File: src/rtl/ifetch.sv
// ifetch: instruction-fetch stage with one outstanding IF request and a 1-entry skid buffer.
// Build option IFETCH_IRQ_EN: an external IRQ with MSR.EE set is delivered as a fault=1 entry.
module ifetch #(
  parameter logic [31:0] RESET_PC  = 32'h0000_0100,
  parameter logic [31:0] RESET_MSR = 32'h0000_0000
) (
  input  logic        clk,
  input  logic        reset,
  input  logic        IRQ,
  input  logic [31:0] wb_newpc,
  input  logic [31:0] wb_newmsr,
  input  logic        wb_newpcmsr_valid,
  input  logic        exe_annul,
  input  logic        wb_annul,
  input  logic [31:0] mem_newpc,
  input  logic [31:0] mem_newmsr,
  input  logic        mem_newpc_valid,
  input  logic        mem_newmsr_valid,
  input  logic        decode_stall,
  output logic        ifetch_valid,
  output logic [3:0]  ifetch_fault,
  output logic [31:0] ifetch_pc,
  output logic [31:0] ifetch_msr,
  output logic [31:0] ifetch_instr,
  output logic [31:0] emi_if_address,
  output logic        emi_if_req,
  input  logic [63:0] emi_if_rdata,
  input  logic        emi_if_valid
);

  // state  | meaning
  // S_IDLE | no request outstanding; may issue a fetch or take an IRQ
  // S_WAIT | request outstanding; its response will be delivered
  // S_DROP | request outstanding; its response is discarded on return
  typedef enum logic [1:0] {S_IDLE, S_WAIT, S_DROP} state_t;

  state_t      state;
  logic [31:0] fetch_pc;
  logic [31:0] fetch_msr;
  logic [31:3] addr_q;
  logic        halted;

  logic        buf_valid;
  logic [3:0]  buf_fault;
  logic [31:0] buf_pc;
  logic [31:0] buf_msr;
  logic [31:0] buf_instr;

  logic        redirect;
  logic        annul;
  logic        flush;
  logic        slot_free;
  logic        resp;
  logic        resp_take;
  logic        irq_take;
  logic        can_start;
  logic        issue;
  logic        new_entry;
  logic [31:0] next_pc;
  logic [31:0] resp_instr;
  logic [31:0] new_instr;
  logic [3:0]  new_fault;
  logic [31:3] issue_dw;

  assign redirect   = wb_newpcmsr_valid | mem_newpc_valid;
  assign annul      = exe_annul | wb_annul;
  assign flush      = redirect | annul;
  assign slot_free  = !ifetch_valid || !decode_stall;
  assign resp       = (state == S_WAIT) && emi_if_valid;
  assign resp_take  = resp && !flush;
  assign next_pc    = fetch_pc + 32'd4;
  assign resp_instr = fetch_pc[2] ? emi_if_rdata[63:32] : emi_if_rdata[31:0];
  assign can_start  = !reset && !flush && !halted && !buf_valid;

`ifdef IFETCH_IRQ_EN
  assign irq_take = can_start && (state == S_IDLE) && IRQ && fetch_msr[15];
`else
  logic irq_unused;
  assign irq_unused = IRQ;
  assign irq_take   = 1'b0;
`endif

  // A response may immediately chain the next request when it goes straight to the output.
  assign issue     = can_start && (((state == S_IDLE) && !irq_take) || (resp && slot_free));
  assign issue_dw  = (state == S_WAIT) ? next_pc[31:3] : fetch_pc[31:3];
  assign new_entry = resp_take || irq_take;
  assign new_instr = irq_take ? 32'd0 : resp_instr;
  assign new_fault = irq_take ? 4'd1 : 4'd0;

  assign emi_if_req     = issue;
  assign emi_if_address = {(issue ? issue_dw : addr_q), 3'b000};

  always_ff @(posedge clk) begin
    if (reset) begin
      state        <= S_IDLE;
      fetch_pc     <= RESET_PC;
      fetch_msr    <= RESET_MSR;
      addr_q       <= '0;
      halted       <= 1'b0;
      buf_valid    <= 1'b0;
      buf_fault    <= 4'd0;
      buf_pc       <= 32'd0;
      buf_msr      <= 32'd0;
      buf_instr    <= 32'd0;
      ifetch_valid <= 1'b0;
      ifetch_fault <= 4'd0;
      ifetch_pc    <= RESET_PC;
      ifetch_msr   <= RESET_MSR;
      ifetch_instr <= 32'd0;
    end else begin
      case (state)
        S_IDLE:  if (issue) state <= S_WAIT;
        S_WAIT: begin
          if (resp)       state <= issue ? S_WAIT : S_IDLE;
          else if (flush) state <= S_DROP;
        end
        S_DROP:  if (emi_if_valid) state <= S_IDLE;
        default: state <= S_IDLE;
      endcase

      if (issue) addr_q <= issue_dw;

      if (wb_newpcmsr_valid) begin
        fetch_pc  <= wb_newpc;
        fetch_msr <= wb_newmsr;
      end else begin
        if (mem_newpc_valid) fetch_pc <= mem_newpc;
        else if (resp_take)  fetch_pc <= next_pc;
        if (mem_newmsr_valid) fetch_msr <= mem_newmsr;
      end

      if (redirect)                halted <= 1'b0;
      else if (annul || irq_take)  halted <= 1'b1;

      // Output slot first, skid buffer only when decode holds the slot.
      if (flush) begin
        ifetch_valid <= 1'b0;
        buf_valid    <= 1'b0;
      end else if (slot_free) begin
        if (buf_valid) begin
          ifetch_valid <= 1'b1;
          ifetch_fault <= buf_fault;
          ifetch_pc    <= buf_pc;
          ifetch_msr   <= buf_msr;
          ifetch_instr <= buf_instr;
          buf_valid    <= 1'b0;
        end else if (new_entry) begin
          ifetch_valid <= 1'b1;
          ifetch_fault <= new_fault;
          ifetch_pc    <= fetch_pc;
          ifetch_msr   <= fetch_msr;
          ifetch_instr <= new_instr;
        end else begin
          ifetch_valid <= 1'b0;
        end
      end else if (new_entry) begin
        buf_valid <= 1'b1;
        buf_fault <= new_fault;
        buf_pc    <= fetch_pc;
        buf_msr   <= fetch_msr;
        buf_instr <= new_instr;
      end
    end
  end

endmodule

File: config.mk
export PLATFORM = sky130hd
export DESIGN_NAME = ifetch
export DESIGN_NICKNAME = d
export VERILOG_FILES = /design/src/rtl/ifetch.sv
export SDC_FILE = /design/constraint.sdc
export NUM_CORES = 1
export LEC_CHECK = 0
export BUFFER_PORTS_ARGS = -buffer_cell sky130_fd_sc_hd__buf_2
export CORE_UTILIZATION = 58
export DETAILED_ROUTE_END_ITERATION = 6
export GPL_TIMING_DRIVEN = 0
export PLACE_DENSITY_LB_ADDON = 0.1
export SLEW_MARGIN = 20
export SYNTH_ARGS = -nofsm -noshare
export SYNTH_HDL_FRONTEND = slang
export SYNTH_SLANG_ARGS = --single-unit
File: constraint.sdc
create_clock -name clk -period 6.56 [get_ports clk]
set_input_delay 0.984 -clock clk [delete_from_list [all_inputs] [get_ports clk]]
set_output_delay 0.984 -clock clk [all_outputs]
set_load 0.02 [all_outputs]
==> results.md <==
* Status: finished, final reports clean
* Hold Crit Class: register to register
* Crit path launch type: input pin
* Per-cell routed wire length at between 15 and 20 um
* Drt drc at 0
* Congestion Overflow GR at 0
* Vias/cell at 5.91
* I/O Buffers at 324
* Critical path required time at about 5.6 ns
* Power Density at about 240 mW/mm^2
* All-Layer GR Usage at 36.1%
* Synth Instances at between 1,500 and 2,000
* Detailed Route WL at ~45 mm
* Reg clk slew, reported paths at 0.06 ns
* Die height at 154 um
* Final net count at 2,234
* Syn-to-layout area delta at 22.8%
* Top cells by area, synth: dfxtp_1, mux2i_1, nand2_1
* Post-Place Cells at between 2,000 and 2,500
* Fmax at ~210 MHz
* Setup crit end kind: output port
* Detailed placement HPWL at 32.8 mm
* Starting Density at slightly below 60%
* Footprint of the multi-input gates at 0.00695 mm^2
* CP max stage cell: nor3_1
* Layout Cells excl Fill at roughly 2,300
* Final min period at between 4 and 5 ns
* Peak supply drop at between 0.0002 and 0.00025 V
* Initial antenna violation count at 3
* Max_cap viols at 0
* Pwr Total at 4.02 mW
* Leak pwr at 6.32 nW
* Die ar. at about 0.024 mm^2
* CP peak stage delay at 0.61 ns
* Hold_buf cts at 0
* Crit-path max FO at 10
* Fill cell count at 1,864
* Crit path DAT at 3.85 ns
* Post-synth top flop: dfxtp_1
* Family with the most delay on the worst path: buffers and inverters
* Largest area contributor in the netlist: dfxtp_1
* RSZ-0062 raised after global routing: false
* Flops & latches, synth at 290
* Most frequent cell after synthesis: dfxtp_1
* Synth warnings at 0
* Iter 0 DRT Violations at 1,240
* Final setup fails at 0
* Area of the core at 0.0227 mm^2
* Largest net degree at the start of global routing at 15
* Sum Neg Setup Slack at 0 ns
* Netlist Area Pre-Place at 0.0135 mm^2
* Sink Count at 290
* Post-synth EDFFs at 0
* Buf/Inv on CP at 5
* Htree depth at 1
* Final hold vios at 0
* Pre-antenna DRT Iters at 5
* Vias in the first global route at 12,576
* Max-slew violations at 0
* Io pins at 336
* Avg Cell Area, Syn at 8.07 um^2
* # Post-CTS Setup Buffers at 0
* Crit path kind: input pin to output port
* Sw power at 0.984 mW
* Async SR Flop Fraction at 0%
* Clock power frac at 45.4%
* Seq/Total Area, Yosys at 43.1%
* Clk_lat worst skew at between 0.5 and 0.6 ns
* Sequential power share at 45.1%
* Die width at between 150 and 200 um
* Via count at between 10,000 and 15,000
* Slew @ Worst Pin at 0.964 ns
* First-pass GRT wire length at 67.7 mm
* CTS tree: done
* Cells along the critical path: clkbuf_1, nor3_1, o2111ai_1, clkinv_1, buf_2, buf_1, a21oi_1, buf_2
* Pint at about 3.0 mW
* Clock root buffer: clkbuf_16
* Tcrit/Tclk final at 73.7%
* Antenna Nets Post-Route at 0
* CTS buffer count at 30
* Clock skew at 0.0147 ns
* Reg area at 0.00581 mm^2
* Most used cell, CP: buf_2
* CTS max path bufs at 3
* Num rows at 55
* Worst slew margin at 35.8%
* Net Sw Frac at 24.4%
* Combinational share of power at a little under a tenth
* GPL Wtd Cong at roughly 0.96
* Post-CTS resize count at 0
* Post-synth top area share at between 40 and 50%
* Ratio of cells with drive above 1 in the final layout at 21.0%
* Synth cell count leaders: dfxtp_1, nand2_1, nor2_1
* Synth cell types at 63
==> state kept, by name, indices dropped and copies added (netlist names) <==
signal,count
buf_pc,32
buf_msr,32
state,2
ifetch_valid,1
ifetch_msr,32
buf_instr,32
addr_q,29
fetch_pc,32
ifetch_pc,32
fetch_msr,32
buf_valid,1
halted,1
ifetch_instr,32
==> cell type report <==
cell class,count,area share [%]
Sequential cell,290,35.1
Inverter,11,0.250
Clock inverter,16,1.30
Timing Repair Buffer,324,9.81
Buffer,166,4.21
Tap cell,285,2.16
Clock buffer,40,5.14
Antenna cell,1,0.0151
Multi-Input combinational cell,1208,42.0
==> logic make-up after synthesis <==
logic type	after synthesis	synth area share, %
compound gates	415	19.1
mux	136	10.1
simple gates	618	20.1
other cells	1	0.0279
buf+inv	177	5.48
fa+ha+maj	1	0.0929
xor+xnor	31	2.02
flops	290	43.1
==> worst paths after layout <==
kind                              endpoint  slack [ns]                          start  cells after the start
max                     emi_if_address[29]        1.73              wb_newpcmsr_valid                      8
min          ifetch_instr[11]$_SDFFE_PP0P_        0.45  ifetch_instr[11]$_SDFFE_PP0P_                      2
max reg2reg       buf_msr[15]$_SDFFE_PP0P_        3.75          state[0]$_SDFFE_PP0P_                      8
min reg2reg  ifetch_instr[11]$_SDFFE_PP0P_        0.45  ifetch_instr[11]$_SDFFE_PP0P_                      2
==> layer usage <==
layer  wire [um]  vias to the layer above  track usage, %
met5          27                        -               0
met4        1550                        4            13.8
met3        4040                      104            5.16
met2       20500                      722            58.5
met1       18500                     6437            48.9
li1            -                     6564               -
==> power by group through the flow <==
| stage | combinational [mW] | sequential, mW | clock [mW] |
|---|---|---|---|
| 2_1_floorplan | 0.222 | 1.84 | 0 |
| 5_1_grt | 0.409 | 1.82 | 1.90 |
| 6_report | 0.380 | 1.82 | 1.83 |
| 3_3_place_gp | 0.365 | 1.85 | 0 |
| 4_1_cts | 0.372 | 1.81 | 1.84 |
| 3_5_place_dp | 0.370 | 1.85 | 0 |
==> per-stage QoR <==
| stage | setup WS [ns] | utilization [%] | hold slack (ns) | instance area (um^2) |
|---|---|---|---|---|
| 3_3_place_gp | 1.87 | 68.1 | 0.436 | 15500 |
| 6_report | 1.73 | 72.8 | 0.449 | 16500 |
| 3_5_place_dp | 1.85 | 68.1 | 0.442 | 15500 |
| 2_1_floorplan | 2.84 | - | 0.432 | 13500 |
| 5_1_grt | 1.55 | 72.8 | 0.466 | 16500 |
| 4_1_cts | 1.84 | 72.8 | 0.448 | 16500 |
==> cells in the final DEF (no fill, tap or decap), types with 6 or more instances in the layout <==
master,instances
buf_4,7
inv_1,10
buf_1,15
nand3_1,19
nor3_1,26
buf_2,355
dfxtp_1,290
clkbuf_1,116
nor2_1,215
o211ai_1,7
nand4_1,22
o21ai_0,54
and4_1,6
xor2_1,9
a22oi_1,10
clkinv_2,8
clkbuf_16,31
a211oi_1,116
mux2i_1,136
and2_1,11
conb_1,7
a21oi_1,180
xnor2_1,22
nand2_1,268
a31oi_1,8
nor4_1,16
==> worst register-to-register path, stage by stage, from the launching register on <==
cell and delay (ns):
dfxtp_1 0.36, nor2b_1 0.14, clkbuf_1 0.58, nand2_1 0.15, nor3_1 0.24, clkbuf_1 0.55
clkbuf_1 0.45, nand2_1 0.13, a21oi_1 0.15
(Power assumes the default switching activity.)
